`src/rtl/calc_method_select_if.sv`:
```
// Signal bundle between the front-panel buttons / calculation controller and the
// method selector: raw button levels and clear in, selection state out.
interface calc_method_select_if;
    logic       btn_next;
    logic       btn_prev;
    logic       btn_confirm;
    logic       clear;
    logic [2:0] method_sel;
    logic       method_valid;
    logic       locked;

    modport master (
        output btn_next,
        output btn_prev,
        output btn_confirm,
        output clear,
        input  method_sel,
        input  method_valid,
        input  locked
    );

    modport slave (
        input  btn_next,
        input  btn_prev,
        input  btn_confirm,
        input  clear,
        output method_sel,
        output method_valid,
        output locked
    );
endinterface

```
`src/rtl/calc_method_select.sv`:
```
// Calculation method selector: three synchronized, debounced push-buttons step a
// wrapping method index and lock it in; the calculation controller unlocks via clear.
module calc_method_select #(
    parameter int DEBOUNCE_CYCLES = 1_000_000,
    parameter int NUM_METHODS     = 5
) (
    input  logic                 clk,
    input  logic                 rst_n,
    calc_method_select_if.slave  bus
);

    localparam int BTN_NEXT    = 0;
    localparam int BTN_PREV    = 1;
    localparam int BTN_CONFIRM = 2;
    localparam int NUM_BTNS    = 3;

    localparam int                CNT_W    = (DEBOUNCE_CYCLES > 1) ? $clog2(DEBOUNCE_CYCLES) : 1;
    localparam logic [CNT_W-1:0]  CNT_LAST = CNT_W'(DEBOUNCE_CYCLES - 1);
    localparam logic [2:0]        SEL_LAST = 3'(NUM_METHODS - 1);

    typedef enum logic {
        SELECT = 1'b0,
        LOCKED = 1'b1
    } state_t;

    logic [NUM_BTNS-1:0] btn_raw;
    logic [NUM_BTNS-1:0] press;

    assign btn_raw[BTN_NEXT]    = bus.btn_next;
    assign btn_raw[BTN_PREV]    = bus.btn_prev;
    assign btn_raw[BTN_CONFIRM] = bus.btn_confirm;

    for (genvar gi = 0; gi < NUM_BTNS; gi++) begin : g_btn
        logic             sync1_reg;
        logic             sync2_reg;
        logic             level_reg;
        logic             press_reg;
        logic [CNT_W-1:0] cnt_reg;

        // The press pulse is raised on the same edge that the debounced level rises,
        // so a release (1->0 acceptance) never produces a pulse.
        always_ff @(posedge clk or negedge rst_n) begin
            if (!rst_n) begin
                sync1_reg <= 1'b0;
                sync2_reg <= 1'b0;
                level_reg <= 1'b0;
                press_reg <= 1'b0;
                cnt_reg   <= '0;
            end else begin
                sync1_reg <= btn_raw[gi];
                sync2_reg <= sync1_reg;
                press_reg <= 1'b0;
                if (sync2_reg == level_reg) begin
                    cnt_reg <= '0;
                end else if (cnt_reg == CNT_LAST) begin
                    cnt_reg   <= '0;
                    level_reg <= sync2_reg;
                    press_reg <= sync2_reg;
                end else begin
                    cnt_reg <= cnt_reg + CNT_W'(1);
                end
            end
        end

        assign press[gi] = press_reg;
    end

    state_t     state_reg, state_next;
    logic [2:0] sel_reg, sel_next;
    logic       valid_reg, valid_next;

    always_ff @(posedge clk or negedge rst_n) begin
        if (!rst_n) begin
            state_reg <= SELECT;
            sel_reg   <= '0;
            valid_reg <= 1'b0;
        end else begin
            state_reg <= state_next;
            sel_reg   <= sel_next;
            valid_reg <= valid_next;
        end
    end

    // Confirm outranks next/prev; opposing next+prev in one cycle cancel out.
    always_comb begin
        state_next = state_reg;
        sel_next   = sel_reg;
        valid_next = 1'b0;
        case (state_reg)
            SELECT: begin
                if (press[BTN_CONFIRM]) begin
                    state_next = LOCKED;
                    valid_next = 1'b1;
                end else if (press[BTN_NEXT] && !press[BTN_PREV]) begin
                    sel_next = (sel_reg >= SEL_LAST) ? 3'd0 : sel_reg + 3'd1;
                end else if (press[BTN_PREV] && !press[BTN_NEXT]) begin
                    sel_next = (sel_reg == 3'd0 || sel_reg > SEL_LAST) ? SEL_LAST : sel_reg - 3'd1;
                end
            end
            LOCKED: begin
                if (bus.clear) begin
                    state_next = SELECT;
                end
            end
            default: begin
                state_next = SELECT;
            end
        endcase
    end

    assign bus.method_sel   = sel_reg;
    assign bus.method_valid = valid_reg;
    assign bus.locked       = (state_reg == LOCKED);

endmodule
```
`src/flat_wrapper.sv`:
```
// flat-port wrapper written by rule: the top's interface ports become plain ports
module calc_method_select_flat 
#(
    parameter int DEBOUNCE_CYCLES = 1_000_000,
    parameter int NUM_METHODS     = 5
)
  (clk, rst_n, bus_btn_next, bus_btn_prev, bus_btn_confirm, bus_clear, bus_method_sel, bus_method_valid, bus_locked);
  calc_method_select_if bus_i ();
  input  logic clk;
  input  logic rst_n;
  input wire logic [$bits(bus_i.btn_next)-1:0] bus_btn_next;
  input wire logic [$bits(bus_i.btn_prev)-1:0] bus_btn_prev;
  input wire logic [$bits(bus_i.btn_confirm)-1:0] bus_btn_confirm;
  input wire logic [$bits(bus_i.clear)-1:0] bus_clear;
  output wire logic [$bits(bus_i.method_sel)-1:0] bus_method_sel;
  output wire logic [$bits(bus_i.method_valid)-1:0] bus_method_valid;
  output wire logic [$bits(bus_i.locked)-1:0] bus_locked;
  assign bus_i.btn_next = bus_btn_next;
  assign bus_i.btn_prev = bus_btn_prev;
  assign bus_i.btn_confirm = bus_btn_confirm;
  assign bus_i.clear = bus_clear;
  assign bus_method_sel = bus_i.method_sel;
  assign bus_method_valid = bus_i.method_valid;
  assign bus_locked = bus_i.locked;
  calc_method_select #(.DEBOUNCE_CYCLES(DEBOUNCE_CYCLES), .NUM_METHODS(NUM_METHODS)) u_core (.clk(clk), .rst_n(rst_n), .bus(bus_i));
endmodule
```
`config.mk`:
```
export PLATFORM = sky130hd
export DESIGN_NAME = calc_method_select_flat
export DESIGN_NICKNAME = d
export VERILOG_FILES = /design/src/rtl/calc_method_select_if.sv /design/src/rtl/calc_method_select.sv /design/src/flat_wrapper.sv
export SDC_FILE = /design/constraint.sdc
export NUM_CORES = 1
export LEC_CHECK = 0
export CAP_MARGIN = 40
export CORE_UTILIZATION = 60
export CTS_BUF_LIST = sky130_fd_sc_hd__clkbuf_4 sky130_fd_sc_hd__clkbuf_8
export CTS_CLUSTER_DIAMETER = 80
export DETAILED_ROUTE_END_ITERATION = 8
export PLACE_DENSITY_LB_ADDON = 0.1
export SLEW_MARGIN = 10
export SYNTH_ARGS = -nofsm -noshare
export SYNTH_HDL_FRONTEND = slang
export SYNTH_SLANG_ARGS = --single-unit
export TNS_END_PERCENT = 30
```
`constraint.sdc`:
```
create_clock -name clk -period 2.6 [get_ports clk]
set_input_delay 0.39 -clock clk [delete_from_list [all_inputs] [get_ports clk]]
set_output_delay 0.39 -clock clk [all_outputs]
set_load 0.005 [all_outputs]
```
==> metrics.cfg <==
[synthesis]
async_flop_share_pct=100
synth_xor_xnor_area_share_pct=9.54
ys.flop_type=dfrtp_1
yosys-mux-area-fraction_pct=1.47
synth_cell_types=42
synth-adder-area-share_pct=2.39
netlist_instances=364
synth_area_sq_um=3670
synth_seq_cells=77
synth.avg_cell_area_sq_um=10.1
ys_seq_area_share_pct=52.5
syn_nets=377
synth_compound_area_share_pct=6.81
yosysWarnings=0
synth_top_family_by_area=simple AND/OR/NAND/NOR gates
synth_simple_gate_area_share_pct=24.3
synth_edf_count=0

[die]
initial_core_util_pct=62.0
dieWidth_um=80.2
coreArea_sq_um=5920
die_h_um=80.2
ioPinCount=11
fp.dieArea_sq_um=6440
rows=28

[sta]
final-setup-viol-count=0
tns_ps=0
rsz0062_at_grt=false
min_period_over_period_pct=83.1
fmax_mhz=463
fin_skew_ps=9.60
tightest_slew_ps=572
relSlewSlack_pct=61.5
holdWs_ps=-7.47
slew_viol_final=0
hold_viol_final=7
fin_crit_ps=2160

[layout]
final_cell_count_no_fill=461
drive_above_1_share_pct=9.07
fin_nets=394
synthToLayoutAreaGrowth_pct=10.4
fillers=481
multi_input_area_sq_um=1640
final_cell_area_sq_um=4050
diodes=0
layout_commonest_cell=dfrtp_1
mostFrequentLayoutCells=dfrtp_1, nor2_1, xnor2_1, nand3_1
regArea_sq_um=1930
largest_reg_flops=60

[status]
violations=negative hold slack
outcome=finished, violations left

[power]
powerDensity_nw_per_um2=526
power_switching_w=0.000494
clkPwrFrac_pct=38.7
swShare_pct=23.2
ir_drop_v=0.000458
p_int_w=0.00164
sequentialPowerShare_pct=57.7
power.leakage_nw=1.63
comb_power_share_pct=3.6

[critical_path]
crit_fanout=18
cpPeakStageDelay_ps=530
critPathTopFamily=simple AND/OR/NAND/NOR gates
worstPathRequired_ps=2810
worst_path_max_delay_cell=or4_1
crit_path_end_kind=register
start_kind=register
crit_path_cell_trace=or4_1 > or4_4 > o21ai_4 > nor2_1
path_class=reg -> reg
crit_buf_inv=0
cp.arrival_ps=2370

[clocking]
cts.sinks=77
numCtsBuffers=9
ctsResizeCount=0
cts_tree=built
cts_setup_buffers=0
clock_latency_ps=350
clockBufferDepth=2
htree_levels=3
clk_pin_slew_ps=80
cts_hold_buf=0
cts-root-buf=clkbuf_8

[global_routing]
grt_use_total_pct=22.3
grt_overflow=0
antenna_found_initial=0
grt_pass1_wl_um=10900
grt_max_degree=41
grt_pass1_vias=2500

[detailed_routing]
drc_errors=0
wirelength_um=6280
wl_per_cell_um=13.6
vias_per_cell=5.73
first_iter_violations=118
num_vias=2641
ant_nets=0
drtPass1Iterations=4

[placement]
placed_area_sq_um=3870
placed_cells=445
hpwl_um=4430
io_buffer_count=10
gp_routability_congestion=0.791

[job]
drv_cap=0

[hold_path]
hold_path.class=in -> async

cells by family after synthesis:
kind of cell               after synthesis
buffers and inverters                   26
AOI/OAI and AO/OA                       42
DFF                                     77
xor gates and xnor gates                40
adders and majority gates                7
and+or+nand+nor                        167
muxes                                    5
final cells by class:
type	count	area share [%]
clock buffers	11	3.74
clock inverters	5	0.864
inverters	18	1.67
multi-input cells	261	40.4
flip-flops and latches	77	47.5
well taps	75	2.32
repair buffers	14	3.46
synthesized netlist by cell type (2+ instances only):
library cell	count	area, sq um
nor4bb_1	2	20.0
a21oi_1	18	90.1
or3_1	2	12.5
inv_1	18	67.6
o31ai_1	7	52.6
nand3_1	25	125
dfrtp_1	77	1930
nor3_1	15	75.1
and4_1	2	17.5
nor4_1	9	56.3
mux2_2	3	33.8
or3_2	3	22.5
xor2_1	12	105
xnor2_1	28	245
ha_1	7	87.6
nor2_1	51	191
o21ai_0	11	55.1
mux2i_1	2	20.0
and2_1	2	12.5
nand4_1	12	75.1
and3b_1	3	26.3
nor2b_1	2	12.5
buf_2	6	30.0
or4_1	12	90.1
and3_1	4	25.0
nand2_1	15	56.3
metal layers:
| layer | wire length (um) | vias up | GRT usage, % |
|---|---|---|---|
| met3 | 186 | 6 | 6.82 |
| met1 | 3030 | 1281 | 28.0 |
| met2 | 3020 | 32 | 37.2 |
| li1 | - | 1322 | - |
| met5 | 0 | - | 0 |
| met4 | 53 | 0 | 6.07 |
power by group through the flow:
stage	clock network (W)	logic, W	registers, W
finish	0.000825	0.0000768	0.00123
global route	0.000901	0.0000900	0.00123
CTS	0.000847	0.0000801	0.00123
detailed placement	0	0.0000796	0.00125
global placement	0	0.0000751	0.00125
floorplan	0	0.0000361	0.00125
through the flow:
step / total power [W] / util (%) / hold WS [ps] / setup slack (ps)
after floorplan: 0.00129 / - / 94.4 / 561
after global placement: 0.00133 / 65.0 / 338 / 480
after detailed placement: 0.00133 / 65.3 / 339 / 452
after CTS: 0.00216 / 68.4 / 3.45 / 434
after global routing: 0.00222 / 68.4 / 19.5 / 331
final: 0.00213 / 68.4 / -7.47 / 439
final timing paths:
path	cells after the start	slack, ps	from	endpoint
hold / removal	1	-7	rst_n	u_core.g_btn[1].cnt_reg[17]
setup reg to reg	4	440	u_core.g_btn[0].cnt_reg[6]	u_core.g_btn[0].cnt_reg[8]
hold reg to reg	0	360	u_core.g_btn[1].sync1_reg	u_core.g_btn[1].sync2_reg
setup / recovery	4	440	u_core.g_btn[0].cnt_reg[6]	u_core.g_btn[0].cnt_reg[8]
min in group clk	0	360	u_core.g_btn[1].sync1_reg	u_core.g_btn[1].sync2_reg
max in group asynchronous	2	2040	rst_n	u_core.g_btn[2].cnt_reg[17]
Note: power is estimated with default switching activity, not from simulation.
